File: config.mk
export PLATFORM = sky130hd
export DESIGN_NAME = aximm_leader_arbiter
export DESIGN_NICKNAME = d
export VERILOG_FILES = /design/src/rtl/aximm_arb_pkg.sv /design/src/rtl/aximm_rr_pick.sv /design/src/rtl/aximm_leader_arbiter.sv
export SDC_FILE = /design/constraint.sdc
export NUM_CORES = 1
export LEC_CHECK = 0
export CAP_MARGIN = 30
export CORE_MARGIN = 2
export CORE_UTILIZATION = 43
export CTS_BUF_LIST = sky130_fd_sc_hd__clkbuf_2
export DETAILED_ROUTE_END_ITERATION = 12
export PLACE_DENSITY = 0.82
export SKIP_CTS_REPAIR_TIMING = 1
export SLEW_MARGIN = 20
export SYNTH_ARGS = -nofsm -noshare
export SYNTH_HDL_FRONTEND = slang
export SYNTH_HIERARCHICAL = 1
export SYNTH_SLANG_ARGS = --single-unit
File: constraint.sdc
create_clock -name clk -period 4.17 [get_ports clk]
set_input_delay 0.834 -clock clk [delete_from_list [all_inputs] [get_ports clk]]
set_output_delay 0.834 -clock clk [all_outputs]
set_load 0.01 [all_outputs]
File: src/rtl/aximm_arb_pkg.sv
// Shared types and constants for the AXIMM leader arbiter.
package aximm_arb_pkg;

    typedef enum logic [2:0] {
        IDLE,
        GRANT,
        ISSUE,
        WAIT,
        DONE
    } arb_state_t;

    localparam logic [1:0] AXI_BURST_INCR = 2'b01;
    localparam logic [2:0] AXI_SIZE_16B   = 3'd4;

    // Widest address any instance may use; narrower instances zero-extend.
    localparam int CMD_ADDR_MAX = 64;

    typedef struct packed {
        logic                    is_wr;
        logic [CMD_ADDR_MAX-1:0] addr;
        logic [7:0]              len;
    } cmd_t;

endpackage

File: src/rtl/aximm_rr_pick.sv
// Combinational round-robin picker: first set request at or after ptr, wrapping.
module aximm_rr_pick #(
    parameter int NUM_REQ = 4,
    parameter int IDXW    = $clog2(NUM_REQ)
) (
    input  logic [NUM_REQ-1:0] req,
    input  logic [IDXW-1:0]    ptr,
    output logic [NUM_REQ-1:0] grant,
    output logic [IDXW-1:0]    idx,
    output logic               any
);

    logic [IDXW:0] cand;

    // Walk from the farthest candidate back toward ptr so the nearest one wins.
    always_comb begin
        grant = '0;
        idx   = '0;
        any   = 1'b0;
        cand  = '0;
        for (int k = NUM_REQ - 1; k >= 0; k--) begin
            cand = {1'b0, ptr} + (IDXW + 1)'(k);
            if (cand >= (IDXW + 1)'(NUM_REQ)) begin
                cand = cand - (IDXW + 1)'(NUM_REQ);
            end
            if (req[cand[IDXW-1:0]]) begin
                grant                 = '0;
                grant[cand[IDXW-1:0]] = 1'b1;
                idx                   = cand[IDXW-1:0];
                any                   = 1'b1;
            end
        end
    end

endmodule

File: src/rtl/aximm_leader_arbiter.sv
// Round-robin sequencer sharing one AXIMM leader between NUM_REQ requesters.
// Optional WAIT watchdog is enabled by defining AXIMM_ARB_TIMEOUT_EN.
module aximm_leader_arbiter
    import aximm_arb_pkg::*;
#(
    parameter int NUM_REQ        = 4,
    parameter int ADDRWIDTH      = 32,
    parameter int TIMEOUT_CYCLES = 4096
) (
    input  logic                         clk,
    input  logic                         rst_n,
    input  logic [NUM_REQ-1:0]           req_valid,
    input  logic [NUM_REQ-1:0]           req_is_wr,
    input  logic [NUM_REQ*ADDRWIDTH-1:0] req_addr,
    input  logic [NUM_REQ*8-1:0]         req_len,
    output logic [NUM_REQ-1:0]           req_ready,
    output logic [NUM_REQ-1:0]           req_done,
    output logic                         req_err,
    output logic                         axi_wr,
    output logic                         axi_rd,
    output logic [ADDRWIDTH-1:0]         axi_rw_addr,
    output logic [7:0]                   axi_rw_length,
    output logic [1:0]                   axi_rw_burst,
    output logic [2:0]                   axi_rw_size,
    input  logic                         wr_done,
    input  logic                         rd_done,
    output logic                         busy,
    output logic [15:0]                  wr_count,
    output logic [15:0]                  rd_count
);

    localparam int IDXW = $clog2(NUM_REQ);

    arb_state_t         state;
    cmd_t               cmd_q;
    logic [IDXW-1:0]    idx_q;
    logic [IDXW-1:0]    rr_ptr;
    logic [NUM_REQ-1:0] pick_grant;
    logic [IDXW-1:0]    pick_idx;
    logic               pick_any;
    logic               wait_match;
    logic               unused_cmd_addr;

`ifdef AXIMM_ARB_TIMEOUT_EN
    localparam logic [15:0] TIMEOUT_LAST = 16'(TIMEOUT_CYCLES - 1);
    logic [15:0] wait_cnt;
`endif

    aximm_rr_pick #(
        .NUM_REQ (NUM_REQ),
        .IDXW    (IDXW)
    ) u_pick (
        .req   (req_valid),
        .ptr   (rr_ptr),
        .grant (pick_grant),
        .idx   (pick_idx),
        .any   (pick_any)
    );

    // Only a completion of the type we issued counts; the other kind is noise.
    assign wait_match      = cmd_q.is_wr ? wr_done : rd_done;
    assign axi_rw_addr     = cmd_q.addr[ADDRWIDTH-1:0];
    assign axi_rw_length   = cmd_q.len;
    assign axi_rw_burst    = AXI_BURST_INCR;
    assign axi_rw_size     = AXI_SIZE_16B;
    assign unused_cmd_addr = ^cmd_q.addr;

    always_ff @(posedge clk) begin
        if (!rst_n) begin
            state     <= IDLE;
            cmd_q     <= '0;
            idx_q     <= '0;
            rr_ptr    <= '0;
            req_ready <= '0;
            req_done  <= '0;
            req_err   <= 1'b0;
            axi_wr    <= 1'b0;
            axi_rd    <= 1'b0;
            busy      <= 1'b0;
            wr_count  <= '0;
            rd_count  <= '0;
`ifdef AXIMM_ARB_TIMEOUT_EN
            wait_cnt  <= '0;
`endif
        end else begin
            req_ready <= '0;
            req_done  <= '0;
            req_err   <= 1'b0;
            axi_wr    <= 1'b0;
            axi_rd    <= 1'b0;
            case (state)
                IDLE: begin
                    if (pick_any) begin
                        idx_q       <= pick_idx;
                        cmd_q.is_wr <= req_is_wr[pick_idx];
                        cmd_q.addr  <= CMD_ADDR_MAX'(req_addr[int'(pick_idx)*ADDRWIDTH +: ADDRWIDTH]);
                        cmd_q.len   <= req_len[int'(pick_idx)*8 +: 8];
                        req_ready   <= pick_grant;
                        busy        <= 1'b1;
                        state       <= GRANT;
                    end
                end
                GRANT: begin
                    // The leader cannot run a zero-length burst, so reject it here.
                    if (cmd_q.len == 8'd0) begin
                        req_done <= NUM_REQ'(1) << idx_q;
                        req_err  <= 1'b1;
                        state    <= DONE;
                    end else begin
                        axi_wr <= cmd_q.is_wr;
                        axi_rd <= ~cmd_q.is_wr;
                        state  <= ISSUE;
                    end
                end
                ISSUE: begin
`ifdef AXIMM_ARB_TIMEOUT_EN
                    wait_cnt <= '0;
`endif
                    state <= WAIT;
                end
                WAIT: begin
                    if (wait_match) begin
                        if (cmd_q.is_wr) begin
                            if (wr_count != 16'hFFFF) wr_count <= wr_count + 16'd1;
                        end else begin
                            if (rd_count != 16'hFFFF) rd_count <= rd_count + 16'd1;
                        end
                        req_done <= NUM_REQ'(1) << idx_q;
                        state    <= DONE;
                    end
`ifdef AXIMM_ARB_TIMEOUT_EN
                    else if (wait_cnt == TIMEOUT_LAST) begin
                        req_done <= NUM_REQ'(1) << idx_q;
                        req_err  <= 1'b1;
                        state    <= DONE;
                    end else begin
                        wait_cnt <= wait_cnt + 16'd1;
                    end
`endif
                end
                DONE: begin
                    rr_ptr <= (idx_q == IDXW'(NUM_REQ - 1)) ? '0 : idx_q + 1'b1;
                    busy   <= 1'b0;
                    state  <= IDLE;
                end
                default: begin
                    busy  <= 1'b0;
                    state <= IDLE;
                end
            endcase
        end
    end

endmodule

After elaboration in Yosys (flattened, before gate mapping)
Index checks and enable logic that the tools add are counted.
{"block": "word_totals", "ff_bits": 92, "input_bits": 172, "wordCells": 114}
{"block": "op_classes", "add_sub_neg": 10, "magnitude_cmp": 13, "eq_ne": 9, "n_shift": 3, "mux": 46, "n_bitwise": 4, "reduce_logical": 15}
{"operator": "$shiftx 128x8->32", "count": 1}
{"operator": "$add 16x1->16 const B", "count": 2}
{"operator": "$ne 16x16->1 const B", "count": 2}
{"operator": "$shiftx 32x6->8", "count": 1}
{"operator": "$mux 4", "count": 6}
{"operator": "$mux 2", "count": 9}
{"operator": "$mux 1", "count": 16}
{"operator": "$lt 2x3->1 const B", "count": 5}
{"operator": "$pmux 3 s4", "count": 1}
{"operator": "$bmux 1 s2", "count": 5}
{"operator": "$ge 3x3->1 const B", "count": 3}
{"operator": "$mux 3", "count": 3}
{"operator": "$demux 1 s2", "count": 4}
{"operator": "$ge 2x1->1 const B", "count": 4}
{"operator": "$logic_not 8->1", "count": 1}
{"operator": "$pmux 4 s2", "count": 1}
{"operator": "$reduce_and 2->1", "count": 4}
{"operator": "$reduce_and 4->1", "count": 2}
{"operator": "$sub 2x1->2 const B", "count": 4}
{"operator": "$add 2x2->3 const B", "count": 2}
{"operator": "$eq 3x2->1 const B", "count": 2}
{"operator": "$reduce_or 3->1", "count": 2}
{"operator": "$logic_and 1x1->1", "count": 4}
{"operator": "$ne 2x2->1 const B", "count": 2}
{"operator": "other kinds (11)", "count": 14}

Logic depth before layout (Yosys ltp)
Gate-level depths: netlist (run 1).
{"block": "depth", "depth_word": 11, "mapped_depth": 12, "mapped_depth_nobuf": 9}

Cells and area by module
The synthesis (run 1) kept the hierarchy.
{"mod": "aximm_leader_arbiter", "instances": 1, "cells_each": 546, "area_each_um2": 5083.6, "seq_area_each_um2": 1841.8}
{"mod": "aximm_rr_pick", "instances": 1, "cells_each": 85, "area_each_um2": 683.2, "seq_area_each_um2": 0.0}

Worst setup path after synthesis (run 1)
No wires, ideal clock.
{"block": "synth_path", "path_kind": "register to register", "startpoint": "register rr_ptr[0]", "endpoint": "register cmd_q, in the netlist axi_rw_addr[31]", "setup_time_ns": 0.132, "arrival_time_ns": 2.858, "t_required_ns": 4.038, "path_slack_ns": 1.179, "path_stages_with_launch": 13, "synth_period_minus_slack_ns": 2.991, "cell_sequence": "dfxtp_1 buf_6 inv_1 ha_1 buf_2 nand2_1 a21o_2 a221oi_1 clkbuf_1 clkbuf_1 mux4_2 nand2_1 a21oi_1"}
{"block": "synth_between", "elab_chain_len": 10}
{"element": "from (decl)", "line_no": "aximm_leader_arbiter.sv:37", "rtl": "logic [IDXW-1:0] rr_ptr;"}
{"element": "from (signal assigned)", "line_no": "aximm_leader_arbiter.sv:142", "rtl": "rr_ptr <= (idx_q == IDXW'(NUM_REQ - 1)) ? '0 : idx_q + 1'b1;"}
{"element": "$add 2x2->3", "line_no": "aximm_rr_pick.sv:22", "rtl": "cand = {1'b0, ptr} + (IDXW + 1)'(k);"}
{"element": "$ge 3x3->1 or $sub 2x1->2 (tied branches)", "line_no": "aximm_rr_pick.sv:23, aximm_rr_pick.sv:24"}
{"element": "$mux 2", "line_no": "aximm_rr_pick.sv:23", "rtl": "if (cand >= (IDXW + 1)'(NUM_REQ)) begin"}
{"element": "$bmux 1 s2", "line_no": "aximm_rr_pick.sv:26", "rtl": "if (req[cand[IDXW-1:0]]) begin"}
{"element": "$mux 1 (not written as such)", "line_no": "aximm_rr_pick.sv:26"}
{"element": "$mux 2 (3 in a row)", "line_no": "aximm_rr_pick.sv:26"}
{"element": "$mux 2 (*)", "line_no": "aximm_rr_pick.sv:26"}
{"element": "named net pick_idx[1]", "line_no": "aximm_leader_arbiter.sv:39", "rtl": "logic [IDXW-1:0] pick_idx;"}
{"element": "$shiftx 128x8->32 (*)", "line_no": "aximm_leader_arbiter.sv:96", "rtl": "cmd_q.addr <= CMD_ADDR_MAX'(req_addr[int'(pick_idx)*ADDRWIDTH +: ADDRWIDTH]);"}
{"element": "to (decl)", "line_no": "aximm_leader_arbiter.sv:35", "rtl": "cmd_t cmd_q;"}
The timed path passes the listed nets; every way through them passes the cells marked *. The select of a mux whose other input is x is not followed.
A chain may end at the register's enable or synchronous reset.

Final worst setup path (run 1)
{"block": "layout_path", "startpoint": "input req_valid[0]", "endpoint": "register cmd_q, in the netlist axi_rw_length[1]"}
{"block": "layout_between", "elab_chain_len": 7}
{"element": "from (decl)", "line_no": "aximm_leader_arbiter.sv:12", "rtl": "input logic [NUM_REQ-1:0] req_valid,"}
{"element": "$bmux 1 s2", "line_no": "aximm_rr_pick.sv:26"}
{"element": "$mux 1 (not written as such)", "line_no": "aximm_rr_pick.sv:26"}
{"element": "$mux 2 (3 in a row)", "line_no": "aximm_rr_pick.sv:26"}
{"element": "$mux 2 (*)", "line_no": "aximm_rr_pick.sv:26"}
{"element": "named net pick_idx[0]", "line_no": "aximm_leader_arbiter.sv:39"}
{"element": "$shiftx 32x6->8 (*)", "line_no": "aximm_leader_arbiter.sv:97", "rtl": "cmd_q.len <= req_len[int'(pick_idx)*8 +: 8];"}
Marked as above.

==> flow_summary.ini, run 1 <==
[worst_setup_path]
cp-end-kind = register
crit_type = in2reg
crit_slowest_cell = clkdlybuf4s50_1
cp-start-kind = input pin
crit_arrival_ns = 3.66
worst_ep_required_time_ns = 4.58
slowest_delay_ns = 0.64
cp_cell_sequence = clkdlybuf4s50_1 -> mux2_2 -> o221ai_1 -> o21ai_0 -> a211oi_4 -> buf_12 -> mux4_2 -> nand2_1 -> a21oi_1
crit_fanout = 18

[global_routing]
grt_pass1_vias = 5256
grt_use_total_pct = 23.6
antenna_found_initial = 1
grt_pass1_wl_mm = 26.9
grt_max_degree = 44
grt_overflow = 0

[route]
drc = 0
via_count = 5579
viasPerCell = 5.50
ant_nets = 0
wl_mm = 17.2
drtPass1Iterations = 5
dr.first_iter.drc_count = 320
wl_per_cell_um = 17.0

[pwr]
power_frac_seq_pct = 41.7
p_sw_mw = 0.872
power_frac_comb_pct = 41.3
p_total_mw = 2.57
clkPwrFrac_pct = 17.0
leakage_nw = 2.88
peakVddDrop_mv = 0.159
p_per_area_nw_per_um2 = 309
internal_power_mw = 1.69
switching_share_pct = 34.0

[timing]
drv_slew = 0
fin_crit_ns = 3.25
tns_ns = 0
setup_viol = 0
max-slew-margin-rel_pct = 47.7
rsz0062_at_grt = no
worstMarginPinSlew_ns = 0.779
finalCritPeriodShare_pct = 77.9
clock.fmax_ghz = 0.308
fin_skew_ns = 0.0381
timing_hold_violations_final = 0

[logic_synthesis]
synth_edf_count = 0
yosysTopAreaCell = dfxtp_1
ys_types = 57
syn_area_per_cell_um2 = 9.14
synth-seq-cells = 92
synth.area.top_cells = dfxtp_1 32%, mux4_2 16%, nand2_1 7.6%, buf_4 6.1%, a21oi_1 6.0%
synthMuxAreaShare_pct = 19.6
synth_seq_area_share_pct = 31.9
synth_compound_gate_area_share_pct = 14.1
synthCells = 631
yosysTopAreaCellShare_pct = 31.9
yosys.area_share.adder_pct = 3.04
synthArstFlopShare_pct = 0
synthXorXnorAreaFrac_pct = 0
yosys_warnings = 6
synthesis.area_um2 = 5770
synthSimpleGateAreaFrac_pct = 20.7
ys.flop_type = dfxtp_1
synth_top_family_by_area = simple AND/OR/NAND/NOR gates

[clocking]
cts.sink_count = 92
cts_buffer_depth = 2
clk_pin_slew_ns = 0.22
cts_htree_levels = 3
numCtsBuffers = 9
cts_tree = yes
clk_latency_ns = 0.55
cts_root_buf = clkbuf_2

[cells_and_area]
final_layout_size_suffix_gt1_share_pct = 11.9
nets = 1019
layout_commonest_cell = clkdlybuf4s50_1
fin_util_pct = 62.9
multi_input_area_um2 = 3360
n_fill_cell = 1133
final_cell_mix = 255 x clkdlybuf4s50_1, 116 x nand2_1, 92 x dfxtp_1, 69 x a21oi_1, 42 x mux4_2
synthToLayoutAreaGrowth_pct = 43.8
final_cells = 1014
seq_area_um2 = 1840

[die]
die_w_um = 120
num_io_pins = 261
die_area_um2 = 14400
dieHeight_um = 120
design.core.area_um2 = 13200
initial_utilization_pct = 43.7
row_count = 42

[place]
hpwlAfterDp_mm = 13.5
place_inst = 997
port_buffers = 255
gp_congestion = 0.841

[job]
maxCapViolCount = 0

[status]
outcome = complete, no violations

[hold_path]
holdCritPathClass = reg2reg
==> flip-flops by register name, indices dropped and copies added (netlist names) <==
name           cells
rr_ptr             2
state              3
axi_wr             1
wr_count          16
req_err            1
axi_rw_length      8
rd_count          16
axi_rd             1
req_done           4
axi_rw_addr       32
busy               1
cmd_q              1
idx_q              2
req_ready          4
==> power by group through the flow <==
stage          clock network [mW]  registers (mW)  logic (mW)
4_1_cts                     0.449            1.07        1.07
3_5_place_dp                    0            1.09        1.06
6_report                    0.436            1.07        1.06
2_1_floorplan                   0            1.06       0.681
5_1_grt                     0.486            1.09        1.15
3_3_place_gp                    0            1.09        1.05
==> kinds of logic after synthesis <==
group	count (synthesis)
AO/OA/AOI/OAI	127
adder cells (fa/ha/maj)	14
buffers and inverters	102
flip-flops	92
multiplexers	57
other	2
AND/OR/NAND/NOR	237
==> cells in the mapped netlist (3+ instances only) <==
master	number
nor3b_1	4
o211ai_1	4
a41oi_2	4
inv_1	16
nand3_1	17
and4_1	5
nand2b_1	11
mux2i_1	7
mux2_2	3
or3_1	7
nand2_1	116
and3_1	4
nor2_1	19
or4_1	11
a21oi_1	69
a31oi_1	5
nor3_1	5
o31ai_1	10
ha_1	14
nand4_1	10
o21ai_0	12
and2_1	6
buf_2	7
o311ai_0	4
clkbuf_1	26
buf_6	5
mux4_2	42
dfxtp_1	92
buf_4	47
o41ai_1	4
nor4_1	9
==> layout make-up <==
| class | count | share of cell area (%) |
|---|---|---|
| multi-input combinational | 440 | 40.5 |
| timing repair buffer | 274 | 32.6 |
| sequential | 92 | 22.2 |
| tap | 176 | 2.65 |
| inverter | 16 | 0.724 |
| clock inverter | 5 | 0.649 |
| clock buffer | 10 | 0.603 |
| antenna | 1 | 0.0302 |
==> final timing paths <==
path / from / endpoint / slack (ns) / cells after the start
min: axi_rw_addr[4] / axi_rw_addr[4] / 0.47 / 2
max reg2reg: rr_ptr[1] / axi_rw_length[1] / 1.30 / 10
min reg2reg: axi_rw_addr[4] / axi_rw_addr[4] / 0.47 / 2
max: req_valid[0] / axi_rw_length[1] / 0.92 / 9
==> per-stage QoR <==
stage	area, µm²	setup WS [ns]	hold WS [ns]
after floorplan	5780	1.18	0.437
after global placement	8180	0.404	0.441
after detailed placement	8180	0.379	0.446
after CTS	8290	1.01	0.471
after global routing	8300	0.836	0.488
final	8300	0.924	0.470
==> critical path, delay by kind of cell <==
family / cells / cell delay (ns)
multiplexers: 2 / 0.87
AND/OR/NAND/NOR: 1 / 0.10
AO/OA/AOI/OAI: 4 / 0.94
buffers and inverters: 2 / 0.90
==> layer usage <==
layer  part of all wire (%)  global-route usage (%)
met5                      0                       0
met4                    2.6                    8.68
met3                    7.1                    5.51
met2                     50                    40.2
met1                     40                    29.1
(Power assumes the default switching activity.)
==> inputs of run 2 (changes only) <==
- clock period: 4.17 -> 3.3 ns (I/O delays scaled with it)
==> flow_summary.ini, run 2 (synthesis results as in run 1) <==
[status]
outcome = complete, no violations

[worst_setup_path]
crit_fanout = 18
cp-start-kind = register
worst_ep_required_time_ns = 3.74
reg2reg_slack_ns = 0.51
crit_type = reg2reg
cp-end-kind = register
r2r_cells = 11
crit_arrival_ns = 3.23

[clocking]
cts_htree_levels = 3
clk_latency_ns = 0.60
numCtsBuffers = 9
cts.sink_count = 92
cts_tree = yes
cts_root_buf = clkbuf_2
clk_pin_slew_ns = 0.25
cts_buffer_depth = 2

[pwr]
peakVddDrop_mv = 0.228
leakage_nw = 2.92
p_per_area_nw_per_um2 = 393

[timing]
fin_crit_ns = 2.79
finalCritPeriodShare_pct = 84.6
setup_viol = 0
holdWs_ns = 0.472
fin_skew_ns = 0.0481
rsz0062_at_grt = no
clock.fmax_ghz = 0.358
tns_ns = 0
drv_slew = 0
worstMarginPinSlew_ns = 0.774
timing_hold_violations_final = 0
max-slew-margin-rel_pct = 48.0
worst_slack_ns = 0.508

[hold_path]
holdCritPathClass = reg2reg
hold_depth = 2

[die]
row_count = 42
dieHeight_um = 120
die_w_um = 120
die_area_um2 = 14400
design.core.area_um2 = 13200
num_io_pins = 261
initial_utilization_pct = 43.7

[route]
viasPerCell = 5.38
drtPass1Iterations = 4
drc = 0
ant_nets = 0
via_count = 5495
wl_per_cell_um = 16.6
dr.first_iter.drc_count = 338
wl_mm = 16.9

[cells_and_area]
layout_commonest_cell = clkdlybuf4s50_1
fin_util_pct = 63.7
final_cell_mix = 255 x clkdlybuf4s50_1, 116 x nand2_1, 92 x dfxtp_1, 69 x a21oi_1, 42 x mux4_2
final_cells = 1021
synthToLayoutAreaGrowth_pct = 45.7
largest_reg_flops = 32
nets = 1025
final_layout_size_suffix_gt1_share_pct = 12.7
n_fill_cell = 1110

[place]
dp_slack_ns = 0.000379
place_inst = 1004
port_buffers = 255
hpwlAfterDp_mm = 13.5
gp_congestion = 0.836

[global_routing]
grt_pass1_vias = 5111
grt_max_degree = 48
grt_pass1_wl_mm = 26.4
grt_overflow = 0
antenna_found_initial = 1
grt_use_total_pct = 23.3

[job]
maxCapViolCount = 0
## run 2: cell types whose count changed in the layout (fill, tap and decap cells not counted)
cell	previous run	this run
buf_12	1	5
buf_4	17	20
clkinvlp_4	2	3
clkinv_4	0	1
clkinv_2	1	0
clkbuf_2	11	10
## run 2: final cells by class
type	count	area [µm²]	share of cell area (%)
diodes	1	2.50	0.0298
clock buffers	10	50.0	0.596
clock inverters	6	65.1	0.774
inverters	16	60.1	0.715
multi-input cells	440	3360	40.0
flip-flops and latches	92	1840	21.9
well taps	176	220	2.62
repair buffers	280	2800	33.3
## run 2: worst max-delay path, stage by stage, from the launching register on
cell	delay [ns]
dfxtp_1	0.54
inv_1	0.10
ha_1	0.31
nor2_1	0.05
o221ai_1	0.18
o21ai_0	0.18
a211oi_4	0.28
buf_12	0.22
buf_12	0.18
mux4_2	0.50
nand2_1	0.08
a21oi_1	0.06
## run 2: final timing paths
check                                    start          endpoint
worst min register to register  axi_rw_addr[2]    axi_rw_addr[2]
worst max register to register       rr_ptr[1]  axi_rw_length[1]
worst min-delay path            axi_rw_addr[2]    axi_rw_addr[2]
worst max-delay path                 rr_ptr[1]  axi_rw_length[1]
## run 2: routing by layer
| metal | global-route usage (%) | up-vias | part of all wire (%) |
|---|---|---|---|
| li1 | - | 2681 | - |
| met1 | 28.9 | 2586 | 40 |
| met2 | 39.9 | 200 | 51 |
| met3 | 4.66 | 28 | 6.6 |
| met4 | 9.19 | 0 | 2.6 |
| met5 | 0 | - | 0 |
## run 2: through the flow
step	total power, mW	instance area (µm²)
finish	3.30	8400
CTS	3.32	8400
detailed placement	2.74	8290
floorplan	2.20	5780
global route	3.48	8400
global placement	2.72	8290
## run 2: report_power, final
group	internal (mW)	switching, mW	leakage, nW
logic	0.743	0.622	2.11
registers	1.25	0.101	0.751
clock network	0.175	0.412	0.0618
